[src/rtl/ucaspian_packet_encoder.sv]
// Serializes core output events (ack, metric, fire, time) into byte packets on a valid/ready stream.
// Optional UCASPIAN_TIME_DELTA_EN: short delta-time packets when the time step fits in one byte.
module ucaspian_packet_encoder #(
  parameter logic [7:0] OP_ACK    = 8'h01,
  parameter logic [7:0] OP_FIRE   = 8'h41,
  parameter logic [7:0] OP_TIME   = 8'h50,
  parameter logic [7:0] OP_METRIC = 8'h60
`ifdef UCASPIAN_TIME_DELTA_EN
  , parameter logic [7:0] OP_TIME_D = 8'h51
`endif
) (
  input  logic        clk,
  input  logic        reset,
  input  logic [7:0]  output_fire_addr,
  input  logic        output_fire_waiting,
  output logic        output_fire_sent,
  input  logic [31:0] time_current,
  input  logic        time_update,
  output logic        time_sent,
  input  logic [7:0]  metric_addr,
  input  logic [7:0]  metric_value,
  input  logic        metric_send,
  input  logic        clear_done,
  output logic        ack_sent,
  output logic [7:0]  tx_data,
  output logic        tx_vld,
  input  logic        tx_rdy,
  output logic        metric_drop
);

  typedef enum logic {IDLE, SEND} state_t;
  typedef enum logic [1:0] {K_ACK, K_METRIC, K_FIRE, K_TIME} kind_t;

  state_t      state_q, state_d;
  kind_t       kind_q, kind_d;
  logic [39:0] sh_q, sh_d;
  logic [2:0]  cnt_q, cnt_d;
  logic        m_pend_q, m_pend_d;
  logic [7:0]  m_addr_q, m_addr_d, m_val_q, m_val_d;
  logic        drop_q, drop_d;
  logic        ack_blk_q, ack_blk_d;
  logic        fire_sent_q, fire_sent_d, time_sent_q, time_sent_d, ack_sent_q, ack_sent_d;
`ifdef UCASPIAN_TIME_DELTA_EN
  logic [31:0] last_time_q, last_time_d;
  logic [31:0] delta;
  assign delta = time_current - last_time_q;
`endif

  logic ack_req, fire_req, time_req;
  // The core drops its level a cycle after *_sent, so mask each source during its own pulse.
  assign ack_req  = clear_done && !ack_blk_q && !ack_sent_q;
  assign fire_req = output_fire_waiting && !fire_sent_q;
  assign time_req = time_update && !time_sent_q;

  always_comb begin
    state_d     = state_q;
    kind_d      = kind_q;
    sh_d        = sh_q;
    cnt_d       = cnt_q;
    m_pend_d    = m_pend_q;
    m_addr_d    = m_addr_q;
    m_val_d     = m_val_q;
    drop_d      = drop_q;
    ack_blk_d   = ack_blk_q && clear_done;
    fire_sent_d = 1'b0;
    time_sent_d = 1'b0;
    ack_sent_d  = 1'b0;
`ifdef UCASPIAN_TIME_DELTA_EN
    last_time_d = last_time_q;
`endif

    if (metric_send) begin
      if (m_pend_q) begin
        drop_d = 1'b1;
      end else begin
        m_pend_d = 1'b1;
        m_addr_d = metric_addr;
        m_val_d  = metric_value;
      end
    end

    case (state_q)
      IDLE: begin
        if (ack_req) begin
          state_d   = SEND;
          kind_d    = K_ACK;
          sh_d      = {OP_ACK, 32'h0};
          cnt_d     = 3'd1;
          ack_blk_d = 1'b1;
        end else if (m_pend_q) begin
          state_d  = SEND;
          kind_d   = K_METRIC;
          sh_d     = {OP_METRIC, m_addr_q, m_val_q, 16'h0};
          cnt_d    = 3'd3;
          m_pend_d = 1'b0;
        end else if (fire_req) begin
          state_d = SEND;
          kind_d  = K_FIRE;
          sh_d    = {OP_FIRE, output_fire_addr, 24'h0};
          cnt_d   = 3'd2;
        end else if (time_req) begin
          state_d = SEND;
          kind_d  = K_TIME;
          sh_d    = {OP_TIME, time_current};
          cnt_d   = 3'd5;
`ifdef UCASPIAN_TIME_DELTA_EN
          last_time_d = time_current;
          if (delta[31:8] == 24'h0) begin
            sh_d  = {OP_TIME_D, delta[7:0], 24'h0};
            cnt_d = 3'd2;
          end
`endif
        end
      end
      SEND: begin
        if (tx_rdy) begin
          sh_d  = {sh_q[31:0], 8'h0};
          cnt_d = cnt_q - 3'd1;
          if (cnt_q == 3'd1) begin
            state_d = IDLE;
            case (kind_q)
              K_ACK:    ack_sent_d  = 1'b1;
              K_FIRE:   fire_sent_d = 1'b1;
              K_TIME:   time_sent_d = 1'b1;
              K_METRIC: ;
            endcase
          end
        end
      end
      default: state_d = IDLE;
    endcase
  end

  always_ff @(posedge clk or negedge reset) begin
    if (!reset) begin
      state_q     <= IDLE;
      kind_q      <= K_ACK;
      sh_q        <= '0;
      cnt_q       <= '0;
      m_pend_q    <= 1'b0;
      m_addr_q    <= '0;
      m_val_q     <= '0;
      drop_q      <= 1'b0;
      ack_blk_q   <= 1'b0;
      fire_sent_q <= 1'b0;
      time_sent_q <= 1'b0;
      ack_sent_q  <= 1'b0;
`ifdef UCASPIAN_TIME_DELTA_EN
      last_time_q <= '0;
`endif
    end else begin
      state_q     <= state_d;
      kind_q      <= kind_d;
      sh_q        <= sh_d;
      cnt_q       <= cnt_d;
      m_pend_q    <= m_pend_d;
      m_addr_q    <= m_addr_d;
      m_val_q     <= m_val_d;
      drop_q      <= drop_d;
      ack_blk_q   <= ack_blk_d;
      fire_sent_q <= fire_sent_d;
      time_sent_q <= time_sent_d;
      ack_sent_q  <= ack_sent_d;
`ifdef UCASPIAN_TIME_DELTA_EN
      last_time_q <= last_time_d;
`endif
    end
  end

  assign tx_vld           = (state_q == SEND);
  assign tx_data          = sh_q[39:32];
  assign output_fire_sent = fire_sent_q;
  assign time_sent        = time_sent_q;
  assign ack_sent         = ack_sent_q;
  assign metric_drop      = drop_q;

endmodule
[config.mk]
export PLATFORM = sky130hd
export DESIGN_NAME = ucaspian_packet_encoder
export DESIGN_NICKNAME = d
export VERILOG_FILES = /design/src/rtl/ucaspian_packet_encoder.sv
export SDC_FILE = /design/constraint.sdc
export NUM_CORES = 1
export LEC_CHECK = 0
export BUFFER_PORTS_ARGS = -buffer_cell sky130_fd_sc_hd__buf_4
export CAP_MARGIN = 20
export CORE_UTILIZATION = 54
export CTS_CLUSTER_SIZE = 16
export DETAILED_ROUTE_END_ITERATION = 8
export GPL_TIMING_DRIVEN = 0
export MAX_ROUTING_LAYER = met4
export PLACE_DENSITY = 0.89
export RECOVER_POWER = 25
export SETUP_SLACK_MARGIN = 0.3
export SLEW_MARGIN = 20
export SYNTH_ARGS = -nofsm -noshare
export SYNTH_HDL_FRONTEND = slang
export SYNTH_SLANG_ARGS = --single-unit
[constraint.sdc]
create_clock -name clk -period 2.37 [get_ports clk]
set_input_delay 0.237 -clock clk [delete_from_list [all_inputs] [get_ports clk]]
set_output_delay 0.237 -clock clk [all_outputs]
set_load 0.05 [all_outputs]
# Word-level counts from Yosys, hierarchy flattened
# Index checks and enable logic that the tools add are counted.
[totals]
ff_bits = 68
output_inout_bits = 13
input_bits = 63
elab_cells = 76
[classes]
reduce_logical = 15
n_eq_ne = 5
bitwise_logic = 2
muxes = 41
add_sub_neg = 1
[op_table]
columns = ["operator", "n"]
rows = [
  ["two-way mux 40 bit", 5],
  ["one-hot mux 40 bit (2 select lines)", 1],
  ["two-way mux 1 bit", 24],
  ["two-way mux 3 bit", 5],
  ["two-way mux 2 bit", 4],
  ["AND reduction 2 bit", 4],
  ["one-hot mux 3 bit (2 select lines)", 1],
  ["logical AND 1 bit", 5],
  ["inequality test 5 bit, second input constant", 1],
  ["equality test 2 bit, second input constant", 2],
  ["zero test 1 bit", 4],
  ["nonzero test 4 bit", 1],
  ["equality test 3 x 1 -> 1 bit, second input constant", 1],
  ["subtractor 3 x 1 -> 3 bit, second input constant", 1],
  ["zero test 2 bit", 1],
  ["inequality test 2 bit, second input constant", 1],
  ["inverter 1 bit", 2],
  ["one-hot mux 1 bit (2 select lines)", 1],
]

# Depth between registers and ports, before layout
# Gate-level depths: netlist (run 1).
[depth]
ltp_word = 7
mapped_depth = 6
depth_no_buf = 6

# Least setup slack after synthesis (run 1)
# No wires, ideal clock.
[synth_path]
path_type = "reg-to-reg"
from = "register ack_sent_q (netlist: ack_sent)"
to = "register sh_q[10]"
slack_ns = 0.465
required_ns = 2.245
t_arrival_ns = 1.780
path_stages_with_launch = 6
cell_sequence = "dfrtp_1 -> nor3b_4 -> nor4_4 -> a22oi_4 -> buf_8 -> mux2_4"
[synth_between]
elab_chain_len = 4
word_cells_on_any_way = 6
cone_classes = "eq/ne: 1; mux: 2; reduce/logical: 3"
[synth_lines]
columns = ["element", "line", "rtl"]
rows = [
  ["start, declared", "42", "logic fire_sent_q, fire_sent_d, time_sent_q, time_sent_d, ack_sent_q, ack_sent_d;"],
  ["start signal, assigned", "163", "ack_sent_q <= ack_sent_d;"],
  ["zero test 1 bit *", "51", "assign ack_req = clear_done && !ack_blk_q && !ack_sent_q;"],
  ["logical AND 1 bit *", "51", ""],
  ["inequality test 5 bit (no source line) / two-way mux 40 bit (equally long branches)", "n/a", ""],
  ["AND reduction 2 bit (no source line) / one-hot mux 40 bit (2 select lines) (equally long branches)", "n/a", ""],
  ["end signal, assigned", "138", "sh_q <= '0;"],
  ["end signal, assigned", "154", "sh_q <= sh_d;"],
  ["end, declared", "36", "logic [39:0] sh_q, sh_d;"],
]
# Every way passes the cells marked *; elsewhere a longest branch is shown, timed or not.
# A chain may end at the register's enable or synchronous reset.

# Final worst setup path (run 1)
[layout_path]
from = "register m_pend_q"
to = "register sh_q[25]"
[layout_between]
elab_chain_len = 3
word_cells_on_any_way = 5
cone_classes = "eq/ne: 1; mux: 3; reduce/logical: 1"
[layout_lines]
columns = ["element", "line", "rtl"]
rows = [
  ["start, declared", "38", "logic m_pend_q, m_pend_d;"],
  ["start signal, assigned", "156", "m_pend_q <= m_pend_d;"],
  ["two-way mux 40 bit", "90", "end else if (m_pend_q) begin"],
  ["two-way mux 40 bit", "84", "if (ack_req) begin"],
  ["one-hot mux 40 bit (2 select lines)", "82", "case (state_q)"],
]
# Parallel ways exist; a longest one is shown, timed or not.

==> results.ini, run 1 <==
[run_status]
status = finished with violations
failed_checks = capacitance limit, slew limit

[routing]
dr.pass1.iters = 4
vias = 2679
drt_iter0_markers = 150
ant_nets = 0
wl_per_cell_um = 17.1
drc_errors = 0
wirelength_mm = 8.07
via_per_inst = 5.69

[timing]
fin_crit_sh_pct = 81.6
final-setup-viol-count = 0
skew_ns = 0.00856
tightestPinTransition_ns = 1.66
drv_slew = 69
period_needed_ns = 1.93
fin_ws_ns = 0.437
hold_violations = 0
rsz0062_at_grt = false
relSlewSlack_pct = -10.4
fmax_ghz = 0.517
whs_ns = 0.103
fin_setup_tns_ns = 0

[power]
p_total_mw = 4.52
p_per_area_nw_per_um2 = 1040
ir_worst_vdd_mv = 0.651
p_leak_nw = 2.15

[synthesis]
syn_area_um2 = 3470
syn_nets = 370
synth_top_area_share_pct = 49.0
ys_ff_latch = 68
synth_common_cells = 68 x dfrtp_1, 28 x nand2_1, 23 x mux2_2, 19 x mux2_4
synth-main-ff-cell = dfrtp_1
synth_top_area_cell = dfrtp_1
yosysMostFrequentCell = dfrtp_1
yosysSeqAreaShare_pct = 49.0
synthTopCellsByArea = dfrtp_1 49%, mux2_4 8.2%, mux2_2 7.5%
ys_types = 39
async_reset_ff_share_pct = 100
synth_cells = 305
avgSynthCellArea_um2 = 11.4
synth_edf_count = 0
ys_warn_count = 0

[cells_and_area]
regArea_um2 = 1700
antennaDiodeCount = 0
num-fill-cells = 421
fin_util_pct = 71.8
instances_no_fill = 471
drive_above_1_share_pct = 40.9
postLayoutCellArea_um2 = 4350
nets = 456
multi_input_area_um2 = 1510
areaGrowthSynthToFinish_pct = 25.4

[clock_tree]
htree_levels = 3
hold_buffers = 0
clock_path_buffers = 2
clock_latency_ns = 0.35
cts_resized = 0
cts_num_sinks = 68
cts_tree = done
clock-root-buffer = clkbuf_8
path_clk_slew_ns = 0.07
numCtsBuffers = 9
postCtsSetupBuffers = 0

[place]
placed_cells = 455
dp_slack_ns = 0.501
postPlaceCellArea_um2 = 4130
gp_congestion = 0.944
hpwlAfterDp_mm = 5.84
portBuffers = 75

[global_route]
grt_pass1_wl_mm = 13.5
grt_pass1_vias = 2778
antenna_found_initial = 0
groute.usage.overall_pct = 28.6
overflow = 0
grt_max_degree = 69

[setup_path]
critPathMaxFanout = 10
critical_path_class = reg2reg
max_stage_delay_ns = 0.48
crit_required_ns = 2.65
slowest_stage = dfrtp_1
path_cells = clkbuf_2, inv_1, clkbuf_1, nor2_1, o41ai_1, mux2_2
start_kind = register
rrSetupSlack_ns = 0.44
cp.arrival_ns = 2.22
cp-end-kind = register

[floorplanning]
design.core.area_um2 = 6060
io_pins = 76
initial_core_util_pct = 57.2
num_rows = 28
die_h_um = 82.2
die_w_um = 82.2
dieArea_um2 = 6750

[run]
cap_violations = 1

[min_path]
min_path_type = in2reg

report_power, final:
part	total, mW	internal [mW]	switching [mW]
registers	1.71	1.49	0.214
clock network	1.08	0.621	0.459
logic	1.74	0.814	0.923
total	4.52	2.93	1.60
final timing paths:
| kind | start | to | cells past startpoint |
|---|---|---|---|
| max in group asynchronous | reset | sh_q[20] | 1 |
| worst min-delay path | metric_send | metric_drop | 2 |
| worst min register to register | metric_drop | metric_drop | 1 |
| worst max register to register | m_pend_q | sh_q[25] | 6 |
| worst max-delay path | m_pend_q | sh_q[25] | 6 |
| min in group asynchronous | reset | m_addr_q[1] | 1 |
cell type report:
class / count / share of cell area, %
Multi-Input combinational cell: 192 / 34.6
Timing Repair Buffer: 75 / 12.9
Sequential cell: 68 / 39.1
Clock buffer: 10 / 3.16
Tap cell: 75 / 2.16
Inverter: 15 / 1.29
Clock inverter: 6 / 2.01
Buffer: 30 / 4.72
cells in the final DEF (no fill, tap or decap), types with 2 or more instances in the layout:
master | synthesis | layout
dfrtp_1 | 68 | 68
o21ai_0 | 12 | 12
a21o_1 | 3 | 3
nor2b_1 | 3 | 3
o41ai_1 | 8 | 8
clkbuf_2 | 1 | 2
buf_8 | 2 | 2
a22o_1 | 13 | 13
mux2_2 | 23 | 23
buf_6 | 3 | 3
clkbuf_8 | 0 | 10
nand2b_1 | 3 | 3
ha_1 | 2 | 2
nand2_1 | 28 | 28
a31oi_1 | 8 | 8
mux2i_1 | 10 | 10
clkbuf_1 | 5 | 5
nor2_1 | 12 | 12
clkinv_2 | 0 | 2
nor3_1 | 15 | 15
buf_4 | 9 | 83
and3_1 | 2 | 2
o31ai_1 | 2 | 2
buf_2 | 10 | 10
o21a_1 | 2 | 2
bufinv_16 | 0 | 2
inv_1 | 15 | 15
a21oi_1 | 7 | 7
mux2_4 | 19 | 19
clkinv_4 | 0 | 2
and2_1 | 8 | 8
state kept, by name, summed over array words and instances, names as in the netlist:
register,cells
tx_vld,1
metric_drop,1
cnt_q,3
m_pend_q,1
output_fire_sent,1
time_sent,1
m_val_q,8
m_addr_q,8
ack_sent,1
kind_q,2
ack_blk_q,1
sh_q,40
per-layer routing:
layer | vias up | GRT usage, % | routed length, um
li1 | 1239 | - | -
met1 | 1298 | 35.4 | 3400
met2 | 114 | 44.6 | 3960
met3 | 28 | 6.15 | 498
met4 | 0 | 13.9 | 215
met5 | - | - | 0
critical path: cells and delay by family, from the launching register on:
| kind | cells | cell delay, ns |
|---|---|---|
| compound gates | 1 | 0.37 |
| buf+inv | 3 | 0.68 |
| flops | 1 | 0.48 |
| mux | 1 | 0.24 |
| simple gates | 1 | 0.11 |
kinds of logic after synthesis:
kind of cell,count (synthesis),share of synthesized area [%]
AND/OR/NAND/NOR,79,11.8
flip-flops,68,49.0
AO/OA/AOI/OAI,58,12.0
multiplexers,52,18.6
buffers and inverters,45,7.54
adder cells (fa/ha/maj),2,0.721
XOR/XNOR,1,0.252
Power figures use the tool's default switching activity.
==> run 2, diff against run 1 <==
--- a/config.mk
+++ b/config.mk
@@ -5,14 +5,15 @@
 export SDC_FILE = /design/constraint.sdc
 export NUM_CORES = 1
 export LEC_CHECK = 0
+export ABC_AREA = 1
 export BUFFER_PORTS_ARGS = -buffer_cell sky130_fd_sc_hd__buf_4
 export CAP_MARGIN = 20
-export CORE_UTILIZATION = 54
+export CORE_UTILIZATION = 49
 export CTS_CLUSTER_SIZE = 16
 export DETAILED_ROUTE_END_ITERATION = 8
 export GPL_TIMING_DRIVEN = 0
 export MAX_ROUTING_LAYER = met4
-export PLACE_DENSITY = 0.89
+export PLACE_DENSITY = 0.86
 export RECOVER_POWER = 25
 export SETUP_SLACK_MARGIN = 0.3
 export SLEW_MARGIN = 20
==> constraint.sdc (replaced) <==
create_clock -name clk -period 1.65 [get_ports clk]
set_input_delay 0.165 -clock clk [delete_from_list [all_inputs] [get_ports clk]]
set_output_delay 0.165 -clock clk [all_outputs]
set_load 0.05 [all_outputs]
==> run 2 against run 1 <==
  * Clock-buffer cell count did not move
  * Clock power increased by 30%
  * Setup slack worse by 0.29 ns
  * Die area increased by 9.5%
  * Power rose by 55%
  * Non-clock buffer count up 25
  * Cell count up 33%
  * The run now ends clean
  * Maximum frequency rose by 29%
  * Register-to-register slack got worse by 0.29 ns
==> results.ini, run 2 <==
[run_status]
status = finished, final reports clean

[setup_path]
rrSetupSlack_ns = 0.15  ; -0.29 ns
slowest_stage = dfrtp_1
path_cells = buf_6, inv_8, nand2_1, buf_6, mux2_2
crit_required_ns = 1.88  ; -0.77 ns
cpMostUsedCell = buf_6
cp-end-kind = register
critical_path_class = reg2reg
critical-path-top-delay-family = buffers and inverters
critPathMaxFanout = 10  ; unchanged
start_kind = register
critPathBufInv = 3  ; unchanged
cp.arrival_ns = 1.74  ; -0.48 ns
max_stage_delay_ns = 0.35  ; -0.13 ns

[power]
ir_worst_vdd_mv = 0.859  ; +32%
p_leak_nw = 2.54  ; +18%
p_per_area_nw_per_um2 = 1450  ; +39%
p_total_mw = 6.99  ; +55%

[cells_and_area]
num-fill-cells = 483  ; +15%
areaGrowthSynthToFinish_pct = 39.7
reg_top3 = sh_q (40), m_addr_q (8), m_val_q (8)
instances_no_fill = 625  ; +33%
nets = 589  ; +29%
fin_util_pct = 71.0  ; -0.73 points
largest_register = sh_q
drive_above_1_share_pct = 43.7  ; +2.8 points
antennaDiodeCount = 0  ; unchanged
layout_common_cells = 122 x nand2_1, 98 x buf_4, 65 x dfrtp_1
final_common_cell = nand2_1
largest_register_ffs = 40  ; unchanged

[synthesis]
synth_common_cells = 166 x nand2_1, 76 x nand3_1, 68 x dfrtp_1, 16 x mux2_2, 15 x buf_4
ys_ff_latch = 68  ; unchanged
syn_area_um2 = 3450  ; -0.43%
synth_top_area_share_pct = 49.3  ; +0.21 points
ys_types = 30  ; -23%
yosysSeqAreaShare_pct = 49.3  ; +0.21 points
synth_cells = 413  ; +35%
synth_top_area_cell = dfrtp_1
async_reset_ff_share_pct = 100  ; unchanged
yosysMostFrequentCell = nand2_1
synth_edf_count = 0  ; unchanged
synthTopCellsByArea = dfrtp_1 49%, nand2_1 18%, nand3_1 11%
ys_warn_count = 0  ; unchanged
avgSynthCellArea_um2 = 8.36  ; -26%
synth-main-ff-cell = dfrtp_1
syn_nets = 478  ; +29%

[timing]
rsz0062_at_grt = true
whs_ns = 0.0247  ; -0.0782 ns
period_needed_ns = 1.50  ; -0.432 ns
skew_ns = 0.00766  ; -0.000898 ns
relSlewSlack_pct = 37.5  ; +48 points
fin_crit_sh_pct = 91.0  ; +9.4 points
tightestPinTransition_ns = 0.937  ; -0.719 ns
hold_violations = 0  ; unchanged
fin_setup_tns_ns = 0  ; unchanged
drv_slew = 0  ; -100%
final-setup-viol-count = 0  ; unchanged
fmax_ghz = 0.666  ; +29%

[routing]
drc_errors = 0  ; unchanged
via_per_inst = 5.48  ; -3.7%
ant_nets = 0  ; unchanged
vias = 3424  ; +28%
dr.pass1.iters = 7  ; +3
wl_per_cell_um = 16.0  ; -6.6%
drt_iter0_markers = 400  ; +170%
wirelength_mm = 10.0  ; +24%

[global_route]
groute.usage.overall_pct = 27.6  ; -0.97 points
grt_max_degree = 69  ; unchanged
grt_pass1_wl_mm = 15.1  ; +12%
antenna_found_initial = 0  ; unchanged
overflow = 0  ; unchanged
grt_pass1_vias = 3246  ; +17%

[place]
portBuffers = 75  ; unchanged
gp_congestion = 0.855  ; -9.4%
hpwlAfterDp_mm = 6.24  ; +6.8%
placed_cells = 584  ; +28%

[floorplanning]
io_pins = 76  ; unchanged
design.core.area_um2 = 6790  ; +12%
dieArea_um2 = 7390  ; +9.5%
die_h_um = 86.0  ; +4.6%
initial_core_util_pct = 50.8  ; -6.4 points
num_rows = 30  ; +7.1%
die_w_um = 86.0  ; +4.6%

[clock_tree]
clock_path_buffers = 2  ; unchanged
numCtsBuffers = 9  ; unchanged
cts_num_sinks = 68  ; unchanged
htree_levels = 3  ; unchanged
cts_tree = done
path_clk_slew_ns = 0.08  ; about the same
clock_latency_ns = 0.35  ; about the same
clock-root-buffer = clkbuf_8

[run]
cap_violations = 0  ; -1

[min_path]
min_path_type = in2reg

## run 2: cell count changes after synthesis, sizes merged, moves of 12 or more
cell   delta
a22o     -13
mux2     -26
nand2   +143
nand3    +76
nand4    +14
nor3     -12
## run 2: cell families (layout without fill, tap and decap cells)
| group | after synthesis | count (layout) | synth area share, % |
|---|---|---|---|
| buf+inv | 44 | 158 | 7.64 |
| mux | 16 | 16 | 5.22 |
| fa+ha+maj | 2 | 2 | 0.724 |
| simple gates | 269 | 271 | 34.2 |
| xor+xnor | 1 | 1 | 0.254 |
| compound gates | 13 | 13 | 2.68 |
| flops | 68 | 68 | 49.3 |
## run 2: what timing repair did
action,in CTS,in global routing
buffers inserted,9,8
setup endpoints to repair,52,55
resized for setup,32,60
cloned,4,4
pin swaps,5,16
hold buffers,1,0
endpoints found under the hold margin,68,0
## run 2: cell type report
cell class / instances / area [um^2] / share of cell area (%)
inverter: 12 / 57.6 / 1.19
buffer: 31 / 248 / 5.13
multi-input combinational: 303 / 1710 / 35.5
clock buffer: 10 / 138 / 2.85
timing repair buffer: 99 / 781 / 16.2
clock inverter: 6 / 63.8 / 1.32
tap: 96 / 120 / 2.49
sequential: 68 / 1710 / 35.3
## run 2: routing by layer
layer | vias up | share of wire [%] | track usage [%]
li1 | 1576 | - | -
met1 | 1645 | 38 | 33.2
met2 | 179 | 52 | 45.7
met3 | 24 | 7.4 | 5.58
met4 | 0 | 2.3 | 11.1
met5 | - | 0 | -
## run 2: per-stage QoR
stage / instance area [um^2] / worst slack, ns
2_1_floorplan: 3460 / 0.163
3_3_place_gp: 4150 / 0.125
3_5_place_dp: 4150 / 0.0875
4_1_cts: 4540 / 0.251
5_1_grt: 4830 / 0.0782
6_report: 4830 / 0.148
## run 2: path summary, 6_finish.rpt
| path | from | to | cells past startpoint |
|---|---|---|---|
| worst max register to register | m_pend_q | m_addr_q[2] | 5 |
| min in group asynchronous | reset | ack_sent | 2 |
| worst min-delay path | metric_send | metric_drop | 2 |
| worst min register to register | kind_q[0] | ack_sent | 1 |
| max in group asynchronous | reset | tx_vld | 2 |
| worst max-delay path | m_pend_q | m_addr_q[2] | 5 |
## run 2: where the power goes
part           switching, mW  total (mW)  internal [mW]
registers              0.271        2.41           2.14
clock network          0.668        1.40          0.736
logic                   1.82        3.18           1.36
total                   2.76        6.99           4.23
==> run 3, diff against run 2 <==
--- a/config.mk
+++ b/config.mk
@@ -8,6 +8,7 @@
 export ABC_AREA = 1
 export BUFFER_PORTS_ARGS = -buffer_cell sky130_fd_sc_hd__buf_4
 export CAP_MARGIN = 20
+export CORE_MARGIN = 5
 export CORE_UTILIZATION = 49
 export CTS_CLUSTER_SIZE = 16
 export DETAILED_ROUTE_END_ITERATION = 8
==> run 3 against run 2 <==
  * Sequential share of layout area increased by 0.43 points
  * First-iteration DRC count decreased by 25%
  * Register-to-register slack improved by 0.03 ns
  * Critical path depth increased by 3
  * Utilization decreased by 1.2 points
  * Routed wire length increased by 5.9%
==> results.ini, run 3 (synthesis gave the netlist of run 2 again) <==
[run_status]
status = finished, final reports clean

[clock_tree]
path_clk_slew_ns = 0.08  ; about the same
numCtsBuffers = 9  ; unchanged
clock_latency_ns = 0.36  ; about the same
clock_path_buffers = 2  ; unchanged
htree_levels = 3  ; unchanged
clock-root-buffer = clkbuf_8
cts_tree = done
cts_num_sinks = 68  ; unchanged

[setup_path]
reg2reg_depth = 8  ; +3
critPathMaxFanout = 9  ; -1
cp.arrival_ns = 1.76  ; +0.02 ns
r2r_start = m_pend_q
critical_path_class = reg2reg
cp-startpoint = m_pend_q
crit_required_ns = 1.94  ; +0.06 ns
rrSetupSlack_ns = 0.18  ; +0.03 ns
critPathCapture = sh_q[25]
r2r-end = sh_q[25]
cp-end-kind = register
start_kind = register

[global_route]
antenna_found_initial = 0  ; unchanged
groute.usage.overall_pct = 23.7  ; -4.0 points
overflow = 0  ; unchanged
grt_max_degree = 69  ; unchanged
grt_pass1_vias = 3396  ; +4.6%
grt_pass1_wl_mm = 15.7  ; +4.1%

[timing]
period_needed_ns = 1.47  ; -0.0305 ns
rsz0062_at_grt = true
drv_slew = 0  ; unchanged
fin_crit_sh_pct = 89.2  ; -1.9 points
fin_setup_tns_ns = 0  ; unchanged
relSlewSlack_pct = 37.0  ; -0.49 points
hold_violations = 0  ; unchanged
whs_ns = 0.0338  ; +0.00915 ns
skew_ns = 0.0120  ; +0.00433 ns
fmax_ghz = 0.680  ; +2.1%
final-setup-viol-count = 0  ; unchanged
tightestPinTransition_ns = 0.945  ; +0.00737 ns

[min_path]
min_path_type = in2reg

[place]
portBuffers = 75  ; unchanged
hpwlAfterDp_mm = 6.51  ; +4.3%
placed_cells = 584  ; unchanged
gp_congestion = 0.905  ; +5.8%

[power]
p_per_area_nw_per_um2 = 1500  ; +3.9%
p_leak_nw = 2.53  ; -0.56%
ir_worst_vdd_mv = 0.758  ; -12%
p_total_mw = 7.18  ; +2.7%

[cells_and_area]
fin_util_pct = 69.8  ; -1.2 points
layout_common_cells = 160 x nand2_1, 91 x buf_4, 73 x nand3_1
nets = 587  ; -0.34%
drive_above_1_share_pct = 34.0  ; -9.7 points
final_common_cell = nand2_1
antennaDiodeCount = 0  ; unchanged
reg_top3 = sh_q (40), m_addr_q (8), m_val_q (8)
largest_register_ffs = 40  ; unchanged
instances_no_fill = 623  ; -0.32%
largest_register = sh_q
areaGrowthSynthToFinish_pct = 38.0

[floorplanning]
io_pins = 76  ; unchanged
dieArea_um2 = 8830  ; +19%
design.core.area_um2 = 6830  ; +0.55%
die_w_um = 94.0  ; +9.3%
die_h_um = 94.0  ; +9.3%
initial_core_util_pct = 50.6  ; -0.28 points
num_rows = 30  ; unchanged

[routing]
ant_nets = 0  ; unchanged
drc_errors = 0  ; unchanged
dr.pass1.iters = 8  ; +1
vias = 3488  ; +1.9%
via_per_inst = 5.60  ; +2.2%
wl_per_cell_um = 17.0  ; +6.2%
wirelength_mm = 10.6  ; +5.9%
drt_iter0_markers = 302  ; -25%

[run]
cap_violations = 0  ; unchanged

-- run 3: cell types whose count changed in the layout (fill, tap and decap cells not counted), sizes merged --
cell      delta
clkinvlp     -2
nand2        -1
clkbuf       +4
nor2         -1
bufinv       +1
buf          -3
-- run 3: repair_timing --
item,CTS,global route
gates resized for setup,24,26
hold buffers,1,0
setup buffers,13,1
pin swaps,4,4
endpoints found under the setup margin,52,53
cloned,4,4
endpoints found under the hold margin,68,0
-- run 3: power by group --
group | switching [mW] | internal (mW) | leakage, nW
Combinational | 1.81 | 1.41 | 1.53
Clock | 0.647 | 0.885 | 0.113
Sequential | 0.288 | 2.14 | 0.885
-- run 3: layout make-up --
class | instances | area (um^2)
Buffer | 32 | 284
Clock buffer | 11 | 141
Clock inverter | 5 | 75.1
Fill cell | 524 | 2060
Inverter | 12 | 52.6
Multi-Input combinational cell | 301 | 1570
Sequential cell | 68 | 1710
Tap cell | 96 | 120
Timing Repair Buffer | 98 | 823
-- run 3: worst min-delay path by stage --
stage                  end  cells past startpoint  slack, ns             from
4_1_cts            sh_q[4]                      3       0.03  time_current[4]
5_1_grt         m_val_q[5]                      2       0.02  metric_value[5]
2_1_floorplan    ack_blk_q                      0      -0.13            reset
3_5_place_dp   m_addr_q[2]                      1       0.33            reset
3_3_place_gp   m_addr_q[2]                      1       0.32            reset
6_report           sh_q[4]                      3       0.03  time_current[4]
-- run 3: worst max-delay path: stages (launching register included) --
cell     delay, ns
dfrtp_1       0.40
buf_6         0.15
a21oi_4       0.15
nand3_4       0.13
nand2_8       0.12
buf_12        0.16
buf_8         0.12
nand3_1       0.08
nand2_1       0.11
-- run 3: metrics by stage --
stage / setup slack (ns) / instance area [um^2]
6_report: 0.179 / 4770
5_1_grt: 0.0629 / 4770
4_1_cts: 0.252 / 4590
3_5_place_dp: 0.0748 / 4150
3_3_place_gp: 0.119 / 4150
2_1_floorplan: 0.163 / 3460
-- run 3: per-layer routing --
layer	GRT usage (%)	vias up	wire length, um
li1	-	1573	-
met1	28.7	1676	3980
met2	37.8	199	5310
met3	5.69	40	883
met4	9.87	0	419
met5	-	-	0
